<file path="src/rtl/instruction_fetch_unit_pkg.sv">
// Shared widths, the buffered fetch entry and the end-of-image test used by the fetch unit.
package instruction_fetch_unit_pkg;

    localparam int unsigned XLEN        = 64;
    localparam int unsigned INSTR_W     = 32;
    localparam int unsigned INSTR_BYTES = 4;

    typedef struct packed {
        logic [XLEN-1:0]    pc;
        logic [INSTR_W-1:0] instr;
    } fetch_entry_t;

    // True when a word starting at pc would extend past the memory image.
    // Computed one bit wider so pc values near 2^64 do not wrap into range.
    function automatic logic past_image(input logic [XLEN-1:0] pc, input int unsigned mem_bytes);
        logic [XLEN:0] end_addr;
        end_addr = {1'b0, pc} + (XLEN+1)'(INSTR_BYTES);
        return end_addr > (XLEN+1)'(mem_bytes);
    endfunction

endpackage

</file>
<file path="src/rtl/instruction_fetch_unit_fetch_fifo.sv">
// Synchronous FIFO of fetch entries with flush; the head is held in a register so it keeps
// its last value while the FIFO is empty.
module instruction_fetch_unit_fetch_fifo
    import instruction_fetch_unit_pkg::*;
#(
    parameter int unsigned Depth = 4
) (
    input  logic                   clk_i,
    input  logic                   rst_ni,
    input  logic                   flush_i,
    input  logic                   push_i,
    input  fetch_entry_t           push_data_i,
    input  logic                   pop_i,
    output fetch_entry_t           head_o,
    output logic [$clog2(Depth):0] count_o,
    output logic                   full_o
);

    localparam int unsigned PtrW = $clog2(Depth);

    typedef logic [PtrW:0]   cnt_t;
    typedef logic [PtrW-1:0] ptr_t;

    fetch_entry_t mem_q [Depth];
    fetch_entry_t head_q, head_d;
    ptr_t         rd_ptr_q, rd_ptr_d;
    ptr_t         wr_ptr_q, wr_ptr_d;
    cnt_t         count_q, count_d;
    logic         push, pop;

    assign full_o  = (count_q == cnt_t'(Depth));
    assign pop     = pop_i & (count_q != '0);
    assign push    = push_i & (~full_o | pop);
    assign head_o  = head_q;
    assign count_o = count_q;

    always_comb begin
        rd_ptr_d = rd_ptr_q;
        wr_ptr_d = wr_ptr_q;
        count_d  = count_q;
        head_d   = head_q;
        if (flush_i) begin
            rd_ptr_d = '0;
            wr_ptr_d = '0;
            count_d  = '0;
        end else begin
            if (pop) begin
                rd_ptr_d = rd_ptr_q + ptr_t'(1);
            end
            if (push) begin
                wr_ptr_d = wr_ptr_q + ptr_t'(1);
            end
            count_d = count_q + cnt_t'(push) - cnt_t'(pop);
            // The incoming entry becomes the head when nothing older survives this edge.
            if (count_d != '0) begin
                head_d = (count_q == cnt_t'(pop)) ? push_data_i : mem_q[rd_ptr_d];
            end
        end
    end

    always_ff @(posedge clk_i or negedge rst_ni) begin
        if (!rst_ni) begin
            for (int i = 0; i < int'(Depth); i++) begin
                mem_q[i] <= '0;
            end
            head_q   <= '0;
            rd_ptr_q <= '0;
            wr_ptr_q <= '0;
            count_q  <= '0;
        end else begin
            if (push && !flush_i) begin
                mem_q[wr_ptr_q] <= push_data_i;
            end
            head_q   <= head_d;
            rd_ptr_q <= rd_ptr_d;
            wr_ptr_q <= wr_ptr_d;
            count_q  <= count_d;
        end
    end

endmodule

</file>
<file path="src/rtl/instruction_fetch_unit.sv">
// Instruction fetch: owns the PC, captures the same-cycle memory word, queues {pc, instr}
// pairs for decode, and handles branch redirect and end-of-image halt.
module instruction_fetch_unit
    import instruction_fetch_unit_pkg::*;
#(
    parameter logic [XLEN-1:0] RESET_PC  = 64'h0,
    parameter int unsigned     MEM_BYTES = 16,
    parameter int unsigned     DEPTH     = 4
) (
    input  logic               clk,
    input  logic               reset_n,
    output logic [XLEN-1:0]    Inst_Addr,
    input  logic [INSTR_W-1:0] Instruction,
    input  logic               branch_taken,
    input  logic [XLEN-1:0]    branch_target,
    output logic               out_valid,
    input  logic               out_ready,
    output logic [INSTR_W-1:0] out_instr,
    output logic [XLEN-1:0]    out_pc,
    output logic               halted
);

    logic [XLEN-1:0]        pc_q, pc_d;
    logic [XLEN-1:0]        pc_inc, redirect_pc;
    logic                   halted_q, halted_d;
    logic                   fifo_full, pop, fetch_en;
    logic [$clog2(DEPTH):0] fifo_count;
    logic                   unused_target_lsbs;
    fetch_entry_t           push_entry, head;

    assign pc_inc             = pc_q + XLEN'(INSTR_BYTES);
    assign redirect_pc        = {branch_target[XLEN-1:2], 2'b00};
    assign unused_target_lsbs = ^branch_target[1:0];

    assign pop        = out_valid & out_ready;
    assign fetch_en   = ~halted_q & ~branch_taken & (~fifo_full | pop);
    assign push_entry = '{pc: pc_q, instr: Instruction};

    always_comb begin
        pc_d     = pc_q;
        halted_d = halted_q;
        if (branch_taken) begin
            pc_d     = redirect_pc;
            halted_d = past_image(redirect_pc, MEM_BYTES);
        end else if (fetch_en) begin
            pc_d     = pc_inc;
            halted_d = past_image(pc_inc, MEM_BYTES);
        end
    end

    always_ff @(posedge clk or negedge reset_n) begin
        if (!reset_n) begin
            pc_q     <= RESET_PC;
            halted_q <= 1'b0;
        end else begin
            pc_q     <= pc_d;
            halted_q <= halted_d;
        end
    end

    // Redirect flushes the queue and overrides any pop presented in the same cycle.
    instruction_fetch_unit_fetch_fifo #(
        .Depth(DEPTH)
    ) u_fetch_fifo (
        .clk_i      (clk),
        .rst_ni     (reset_n),
        .flush_i    (branch_taken),
        .push_i     (fetch_en),
        .push_data_i(push_entry),
        .pop_i      (pop),
        .head_o     (head),
        .count_o    (fifo_count),
        .full_o     (fifo_full)
    );

    assign Inst_Addr = pc_q;
    assign out_valid = (fifo_count != '0);
    assign out_instr = head.instr;
    assign out_pc    = head.pc;
    assign halted    = halted_q;

endmodule

</file>
<file path="config.mk">
export PLATFORM = sky130hd
export DESIGN_NAME = instruction_fetch_unit
export DESIGN_NICKNAME = d
export VERILOG_FILES = /design/src/rtl/instruction_fetch_unit_pkg.sv /design/src/rtl/instruction_fetch_unit_fetch_fifo.sv /design/src/rtl/instruction_fetch_unit.sv
export SDC_FILE = /design/constraint.sdc
export NUM_CORES = 1
export LEC_CHECK = 0
export BUFFER_PORTS_ARGS = -buffer_cell sky130_fd_sc_hd__buf_2
export CORE_MARGIN = 10
export CORE_UTILIZATION = 39
export DETAILED_ROUTE_END_ITERATION = 7
export GPL_ROUTABILITY_DRIVEN = 1
export HOLD_SLACK_MARGIN = 0.1
export PLACE_DENSITY = 0.6
export SLEW_MARGIN = 5
export SYNTH_ARGS = -nofsm -noshare
export SYNTH_HDL_FRONTEND = slang
export SYNTH_HIERARCHICAL = 1
export SYNTH_SLANG_ARGS = --single-unit
</file>
<file path="constraint.sdc">
create_clock -name clk -period 8.11 [get_ports clk]
set_clock_uncertainty 0.2 [all_clocks]
set_input_delay 1.622 -clock clk [delete_from_list [all_inputs] [get_ports clk]]
set_output_delay 1.622 -clock clk [all_outputs]
set_load 0.03 [all_outputs]
</file>
==> summary.md <==
| Metric | Value |
|---|---|
| Kind of critical path | flop to flop |
| Max_slew headroom | 0.215 |
| Worst EP required | 8.36 ns |
| Final-report hold violation count | 0 |
| Ys async rst share | 1.00 |
| FF+latch count, synth | 550 |
| Placed Area | 34600 um^2 |
| Crit path from | Inst_Addr[3]$_DFFE_PN0N_ |
| Worst-case vdd ir drop | 0.106 mV |
| Antenna Nets Post-Route | 0 |
| Initial antenna violation count | 15 |
| Setup ws final | 2.63 ns |
| Setup tns final | 0 ns |
| Syn Std Cell Area | 32800 um^2 |
| EDFF count, synth | 0 |
| DIE HEIGHT | 310 um |
| Global-route wire length before repair | 165 mm |
| Leak Pwr | 15.3 nW |
| Count of cell types in the netlist | 94 |
| XOR/XNOR share of the synthesized area | 0.0335 |
| NumNets Final | 3340 |
| Adder-cell share of the synthesized area | 0.00396 |
| Total GRT Usage | 0.218 |
| Commonest non-fill, non-tap cell in the layout | dfrtp_1 |
| Sequential fraction of the synthesis area | 0.419 |
| F_max | 183 MHz |
| H-tree depth | 3 |
| # Max-Cap Violations | 0 |
| Core Rows | 106 |
| Worst-Skew Late Latency | 0.60 ns |
| Largest net degree at the start of global routing | 232 |
| Crit path DAT | 5.72 ns |
| Hold_buf cts | 0 |
| Syn avg cell area | 10.4 um^2 |
| Wire per inst | 24.7 um |
| Max-slew violation count | 0 |
| Core Area | 83600 um^2 |
| Pwr Density | 182 nW/um^2 |
| Unrepaired setup endpoints after global routing | no |
| Main flop type after synthesis | dfrtp_1 |
| Ratio of cells with drive above 1 in the final layout | 0.252 |
| Drt pass-1 iters | 5 |
| Vias in the first global route | 26700 |
| Residual DRC | 0 |
| Sinks on Clock Net | 550 |
| Most frequent cells in the layout | dfrtp_1 (548), mux2_2 (358), o21ai_0 (287) |
| R2r endpoint | halted$_DFFE_PN0N_ |
| DR vias | 27000 |
| Starting Density | 0.393 |
| Detailed Route WL | 108 mm |
| Hold crit path type | flop to flop |
| Slew @ Worst Pin | 1.18 ns |
| Setup Slack @ Placement | 1.97 ns |
| Min Tclk post-route | 5.48 ns |
| Area grow syn2layout | 12.4% |
| CTS tree | yes |
| RR Startpoint | Inst_Addr[3]$_DFFE_PN0N_ |
| Outcome | finished, final reports clean |
| Vias/cell | 6.18 |
| Critical path endpoint category | flop |
| YS warnings | 6 |
| CP endpoint | halted$_DFFE_PN0N_ |
| Post-CTS Setup Inserts | 0 |
| Cell area after layout | 36900 um^2 |
| I/O pins | 262 |
| Startpoint types | flop |
| Die ar. | 96200 um^2 |
| R2R depth | 11 |
| R2r setup slk | 2.63 ns |
| Clk root buf | clkbuf_16 |
| Clock tree buffer depth | 3 |
| Final Cycle Share | 0.675 |
| CP max FO | 15 |
| Die span in x | 310 um |
| Reg clk slew, reported paths | 0.06 ns |
| Final estimated routing congestion in global placement | 0.887 |
| Fill cells | 7992 |
| Port-buffer cells | 257 |
| Largest family of logic cells by synthesized area | multiplexers |
| Mux cell area share after synthesis | 0.195 |
| Cells after synthesis | 3143 |
| Compound-cell area share of the yosys netlist | 0.162 |
| Starting DRT DRC Count | 2078 |
| CTS buffer count | 66 |
| Setup violators final | 0 |
| Grt ovf | 0 |
| Simple-gate area share of the yosys netlist | 0.140 |
| Resize count post-CTS | 0 |
| Post-DP HPWL | 64.4 mm |
[state kept, by name, summed over array words and instances, names as in the netlist]
name / count
halted: 1
Inst_Addr: 62
u_fetch_fifo/count_o: 3
u_fetch_fifo/head_o: 96
u_fetch_fifo/rd_ptr_q: 2
u_fetch_fifo/mem_q: 384
u_fetch_fifo/wr_ptr_q: 2
[per-stage QoR]
stage	total power (W)	hold slack (ns)	util	std cells
floorplan	0.00331	0.279	-	3154
global placement	0.00362	0.282	0.414	4243
detailed placement	0.00362	0.286	0.414	4243
CTS	0.00680	0.299	0.441	4363
global route	0.00698	0.308	0.441	4371
finish	0.00673	0.295	0.442	4374
[metal layers]
layer	GRT usage	wire [um]	vias up
met3	0.0364	7210	195
li1	-	-	12200
met5	0	0	-
met1	0.292	47200	13700
met2	0.353	50600	1012
met4	0.0759	2840	0
[worst max-delay path, stage by stage, from the launching register on]
cell and delay (ns):
dfrtp_1 0.80, ha_1 0.56, and3_1 0.38, mux2i_1 0.19, a2111oi_1 0.83, nand2_1 0.23, nor3_2 0.52, nand2_1 0.20
a2111oi_0 0.71, nand4_1 0.27, a2111oi_2 0.32, a21oi_1 0.11
[worst min-delay path by stage]
stage                                             start                             endpoint  slack [ns]  cells after the start
floorplan           u_fetch_fifo/mem_q[247]$_DFFE_PN0P_  u_fetch_fifo/mem_q[247]$_DFFE_PN0P_        0.28                      1
global placement    u_fetch_fifo/head_o[95]$_DFFE_PN0P_  u_fetch_fifo/head_o[95]$_DFFE_PN0P_        0.28                      2
detailed placement   u_fetch_fifo/head_o[0]$_DFFE_PN0P_   u_fetch_fifo/head_o[0]$_DFFE_PN0P_        0.29                      2
CTS                  u_fetch_fifo/head_o[0]$_DFFE_PN0P_   u_fetch_fifo/head_o[0]$_DFFE_PN0P_        0.30                      2
global route        u_fetch_fifo/mem_q[276]$_DFFE_PN0P_  u_fetch_fifo/mem_q[276]$_DFFE_PN0P_        0.31                      1
finish               u_fetch_fifo/head_o[0]$_DFFE_PN0P_   u_fetch_fifo/head_o[0]$_DFFE_PN0P_        0.29                      2
[cells by family after synthesis]
| group | Yosys count |
|---|---|
| compound gates | 786 |
| simple gates | 768 |
| mux | 591 |
| flops | 550 |
| buf+inv | 313 |
| xor+xnor | 124 |
| fa+ha+maj | 10 |
| other cells | 1 |
[power breakdown]
| part | internal [W] | switching (W) | total, W |
|---|---|---|---|
| clock | 0.00192 | 0.00123 | 0.00315 |
| combinational | 0.000194 | 0.000407 | 0.000600 |
| sequential | 0.00280 | 0.000169 | 0.00297 |
| total | 0.00492 | 0.00181 | 0.00673 |
[Yosys cell counts (all sizes together), types with 4 or more instances]
cell | number | area (um^2)
dfrtp | 550 | 13800
mux2 | 387 | 4360
o21ai | 378 | 1890
mux2i | 204 | 2040
clkbuf | 165 | 619
nand2 | 143 | 547
buf | 124 | 798
or3 | 113 | 707
nor3b | 104 | 797
a2bb2oi | 96 | 858
a32oi | 96 | 841
o311ai | 96 | 841
nor2 | 93 | 352
xnor2 | 86 | 753
nand4 | 64 | 464
nand3 | 62 | 345
nor3 | 51 | 288
nor4 | 50 | 423
xor2 | 37 | 324
a21oi | 32 | 160
inv | 24 | 90.1
and3 | 16 | 100
and4 | 13 | 114
or2 | 12 | 75.1
o31ai | 11 | 82.6
o31a | 10 | 87.6
a31oi | 9 | 62.6
ha | 8 | 100
nand2b | 8 | 50.1
o21a | 8 | 60.1
a211oi | 7 | 57.6
o211ai | 7 | 52.6
and2 | 6 | 37.5
nor4b | 6 | 73.8
o22ai | 6 | 37.5
or4 | 6 | 48.8
a2111oi | 5 | 51.3
nor2b | 5 | 31.3
nand4b | 4 | 35.0
[layout make-up]
cell class | count | area [um^2] | area share
multi-input combinational | 2291 | 17700 | 0.479
timing repair buffer | 298 | 1680 | 0.0456
clock inverter | 24 | 395 | 0.0107
sequential | 550 | 13800 | 0.373
inverter | 24 | 91.3 | 0.00248
clock buffer | 96 | 1890 | 0.0513
antenna | 11 | 27.5 | 0.000746
tap | 1080 | 1350 | 0.0366
No activity file was read; power rests on OpenSTA's default activity.
